### src/rtl/mem_arbiter.sv
// Two-requester round-robin arbiter for a single-port data memory.
// Each grant runs a fixed ISSUE/WAIT/ACK sequence and counts completions per requester.
module mem_arbiter #(
  parameter int AW = 6,
  parameter int DW = 32,
  parameter int CW = 16
) (
  input  logic          clk,
  input  logic          rst,
  input  logic          m0_req,
  input  logic          m0_we,
  input  logic [AW-1:0] m0_addr,
  input  logic [DW-1:0] m0_wdata,
  output logic          m0_ack,
  output logic [DW-1:0] m0_rdata,
  input  logic          m1_req,
  input  logic          m1_we,
  input  logic [AW-1:0] m1_addr,
  input  logic [DW-1:0] m1_wdata,
  output logic          m1_ack,
  output logic [DW-1:0] m1_rdata,
  output logic          mem_w_en,
  output logic [AW-1:0] mem_addr,
  output logic [DW-1:0] mem_data_in,
  input  logic [DW-1:0] mem_data_out,
  output logic          busy,
  output logic          owner,
  output logic [CW-1:0] m0_count,
  output logic [CW-1:0] m1_count
);

  typedef enum logic [1:0] {IDLE, ISSUE, WAIT, ACK} state_t;

  state_t state, state_nxt;
  logic   prio;       // last-served requester
  logic   lat_we;
  logic   grant_valid;
  logic   grant;

  always_comb begin
    grant_valid = m0_req | m1_req;
    grant       = 1'b0;
    if (m0_req && m1_req) grant = ~prio;
    else                  grant = m1_req;
  end

  always_ff @(posedge clk) begin
    if (rst) state <= IDLE;
    else     state <= state_nxt;
  end

  always_comb begin
    state_nxt = state;
    case (state)
      IDLE:    if (grant_valid) state_nxt = ISSUE;
      ISSUE:   state_nxt = WAIT;
      WAIT:    state_nxt = ACK;
      ACK:     state_nxt = IDLE;
      default: state_nxt = IDLE;
    endcase
  end

  assign busy = (state != IDLE);

  // Ack, rdata and count are registered on the WAIT->ACK edge so all three are
  // visible together in the ACK cycle; mem_addr/mem_data_in double as the latches.
  always_ff @(posedge clk) begin
    if (rst) begin
      owner       <= 1'b0;
      prio        <= 1'b1;
      lat_we      <= 1'b0;
      mem_w_en    <= 1'b0;
      mem_addr    <= '0;
      mem_data_in <= '0;
      m0_ack      <= 1'b0;
      m1_ack      <= 1'b0;
      m0_rdata    <= '0;
      m1_rdata    <= '0;
      m0_count    <= '0;
      m1_count    <= '0;
    end else begin
      m0_ack   <= 1'b0;
      m1_ack   <= 1'b0;
      mem_w_en <= 1'b0;
      case (state)
        IDLE: begin
          if (grant_valid) begin
            owner       <= grant;
            lat_we      <= grant ? m1_we : m0_we;
            mem_w_en    <= grant ? m1_we : m0_we;
            mem_addr    <= grant ? m1_addr : m0_addr;
            mem_data_in <= grant ? m1_wdata : m0_wdata;
          end
        end
        WAIT: begin
          prio <= owner;
          if (owner) begin
            m1_ack   <= 1'b1;
            m1_count <= m1_count + CW'(1);
            if (!lat_we) m1_rdata <= mem_data_out;
          end else begin
            m0_ack   <= 1'b1;
            m0_count <= m0_count + CW'(1);
            if (!lat_we) m0_rdata <= mem_data_out;
          end
        end
        default: ;
      endcase
    end
  end

endmodule

### config.mk
export PLATFORM = sky130hd
export DESIGN_NAME = mem_arbiter
export DESIGN_NICKNAME = d
export VERILOG_FILES = /design/src/rtl/mem_arbiter.sv
export SDC_FILE = /design/constraint.sdc
export NUM_CORES = 1
export LEC_CHECK = 0
export ABC_AREA = 1
export BUFFER_PORTS_ARGS = -buffer_cell sky130_fd_sc_hd__buf_4
export CAP_MARGIN = 20
export CORE_UTILIZATION = 50
export DETAILED_ROUTE_END_ITERATION = 8
export PLACE_DENSITY = 0.82
export SYNTH_ARGS = -nofsm -noshare
export SYNTH_HDL_FRONTEND = slang
export SYNTH_SLANG_ARGS = --single-unit
export TNS_END_PERCENT = 1
### constraint.sdc
create_clock -name clk -period 4.4 [get_ports clk]
set_clock_uncertainty 0.05 [all_clocks]
set_input_delay 0.44 -clock clk [delete_from_list [all_inputs] [get_ports clk]]
set_output_delay 0.44 -clock clk [all_outputs]
set_load 0.02 [all_outputs]
==> out/qor.txt <==
gr usage total = 29.3%
pin count of the biggest net entering global routing = 77
Arr. time, crit path = 2.91 ns
share of cells above drive strength 1 = 29.1%
WL final = 17.2 mm
Post-Synth Adder-Cell Area = 1.09%
crit start category = register
maximum vdd drop = 425 uV
root buf cell = clkbuf_16
Max Clock Freq = 0.376 GHz
fin. max-slew vios = 0
warnings from Yosys = 0
Synth Instances = 782
input/output buffers = 252
post-synthesis simple-gate area fraction = 26.9%
cts hold-fix bufs = 0
post-synthesis sequential area ratio = 49.6%
Final period util = 60.5%
clock-pin transition on the worst setup and hold timing paths = 0.06 ns
total gr overflow = 0
residual DRC count = 0
Hold Vio Cnt, Final = 0
CP peak stage delay = 0.67 ns
post-synth cell types = 26
syn_nets = 901
status = complete, no violations
CP delay by family, top = simple AND/OR/NAND/NOR gates
Synth top area share = 49.6%
Syn Area/Cell = 7.33 um2
die area = 11900 um2
Post-synth EDFFs = 0
setup bufs post-CTS = 0
CTS Sinks = 142
RSZ-0062 raised after global routing = false
Synth area leaders = dfxtp_1 (50%), nor2_1 (12%), nand2_1 (9.4%)
Synth Area in Compound Gates = 16.1%
DIE WIDTH = 109 um
max_slew headroom = 29.7%
clk_lat worst skew = 0.42 ns
Synth area leader = dfxtp_1
# H-tree levels = 4
Area growth syn-to-layout = 45.0%
I/O pin total = 253
ys async rst share = 0%
Final Util = 75.6%
vias in the first global route = 5685
setup TNS = 0 ns
DRT Pass-1 Iters = 5
initial antenna violation count = 0
multiplexer share of the synthesized area = 0%
Least-Margin Pin Slew = 1.05 ns
CTS tree = done
Final setup viols = 0
cts bufs inserted = 17
Max FO, Critical Path = 33
flops & latches, synth = 142
CTS resizes = 0
antenna cells = 0
Critical Path RT = 4.65 ns
CTS Buffer Depth = 2
Chip Height = 109 um
critical-path cell list = inv_1 -> ha_1 -> nand2_4 -> nor2_4 -> inv_1 -> nor2_1 -> nor2_1
global-route wire length before repair = 26.8 mm
Initial Utilization = 52.2%
Row Count = 38
Vias/cell = 5.20
crit path kind = reg2reg
Hold Crit Class = in2reg
routability cong. = 0.875
Synth Area in XOR/XNOR = 0.306%
power density over cell area = 550 nW/um2
minimum clock period = 2.66 ns
static leakage = 0.00396 uW
via count = 6079
antenna-violating nets left = 0
Worst Path Buf+Inv = 2
Final Net Count = 1135
Slowest cell on crit path = inv_1
Post-DP HPWL = 11.8 mm
CP Capture Type = register
main combinational cell family by area after synthesis = simple AND/OR/NAND/NOR gates
max-cap violations = 0
Core Area = 11000 um2
DRT iter0 DRCs = 430
Wirelength per Cell = 14.7 um
Post-Syn Area = 5730 um2
ys flop type = dfxtp_1
-- layout make-up --
type / count / area, um2
flip-flops and latches: 142 / 2840
fillers: 860 / 2680
multi-input cells: 554 / 2550
repair buffers: 257 / 1930
clock buffers: 20 / 457
clock inverters: 11 / 189
well taps: 140 / 175
inverters: 44 / 165
-- registers in the layout, summed over array words and instances, names as in the netlist, 2 cells and up --
| register | cells |
|---|---|
| m0_rdata | 32 |
| m1_count | 16 |
| mem_addr | 6 |
| state | 2 |
| m1_rdata | 32 |
| mem_data_in | 32 |
| m0_count | 16 |
-- path summary, 6_finish.rpt --
| kind | slack, ns | from | to | cells after the start |
|---|---|---|---|---|
| setup / recovery | 1.74 | state[0]$_SDFFE_PP0P_ | m0_rdata[10]$_SDFFE_PP0P_ | 7 |
| hold / removal | 0.21 | mem_data_out[18] | m1_rdata[18]$_SDFFE_PP0P_ | 3 |
| setup reg to reg | 1.74 | state[0]$_SDFFE_PP0P_ | m0_rdata[10]$_SDFFE_PP0P_ | 7 |
| hold reg to reg | 0.45 | prio$_SDFFE_PP1P_ | prio$_SDFFE_PP1P_ | 2 |
-- worst reg2reg max path: cells and delay by family, from the launching register on --
kind	cells	cell delay, ns
adders and majority gates	1	0.34
and+or+nand+nor	4	1.09
buffers and inverters	2	0.77
DFF	1	0.29
-- cell usage in the layout, fill, tap and decap left out --
cell type and n:
buf_4 257, nor2_1 183, nand2_1 143, dfxtp_1 142, o21ai_0 107, inv_1 43, a31oi_1 42, nand3_1 20
clkbuf_16 17, a21oi_1 10, o21ai_1 9, nor3_1 9, nand4_1 8, nor2_4 5, ha_1 5, bufinv_16 5
clkinv_2 3, nand2_4 2, nor2_2 2, o21bai_1 2, xor2_1 2, clkinvlp_4 2, clkbuf_8 2, inv_2 1
nor3b_2 1, nor3_4 1, nor3b_1 1, o21a_1 1, a211oi_1 1, clkbuf_1 1, clkinv_4 1
-- routing by layer --
layer	vias to the layer above	track usage (%)	routed length [um]
met5	-	0	0
met4	0	16.0	724
met3	48	9.26	1210
met2	231	50.9	8780
met1	2778	31.4	6510
li1	3022	-	-
-- metrics by stage --
stage               instances  total power (uW)  hold WS [ns]  area (um2)  worst slack (ns)
CTS                      1168              4580         0.193        8310              1.76
floorplan                 782              2440         0.379        5730              2.84
finish                   1168              4570         0.206        8310              1.74
global route             1168              4790         0.197        8310              1.46
global placement         1137              3010         0.424        7660              1.84
detailed placement       1137              3020         0.434        7660              1.79
-- synthesized netlist by cell type (9+ instances only) --
cell / number
nor2_1: 184
nand2_1: 143
dfxtp_1: 142
o21ai_0: 107
inv_1: 43
a31oi_1: 42
clkbuf_1: 26
nand3_1: 20
buf_2: 15
a21oi_1: 10
nor3_1: 9
o21ai_1: 9
-- cell families after synthesis --
| family | after synthesis |
|---|---|
| fa+ha+maj | 5 |
| compound gates | 172 |
| simple gates | 375 |
| flops | 142 |
| xor+xnor | 2 |
| buf+inv | 86 |
-- where the power goes --
group          internal (uW)  leakage, uW  switching [uW]  total [uW]
clock                   1030     0.000312             529        1560
combinational            519      0.00249             823        1340
sequential              1530      0.00116             134        1670
(Power assumes the default switching activity.)
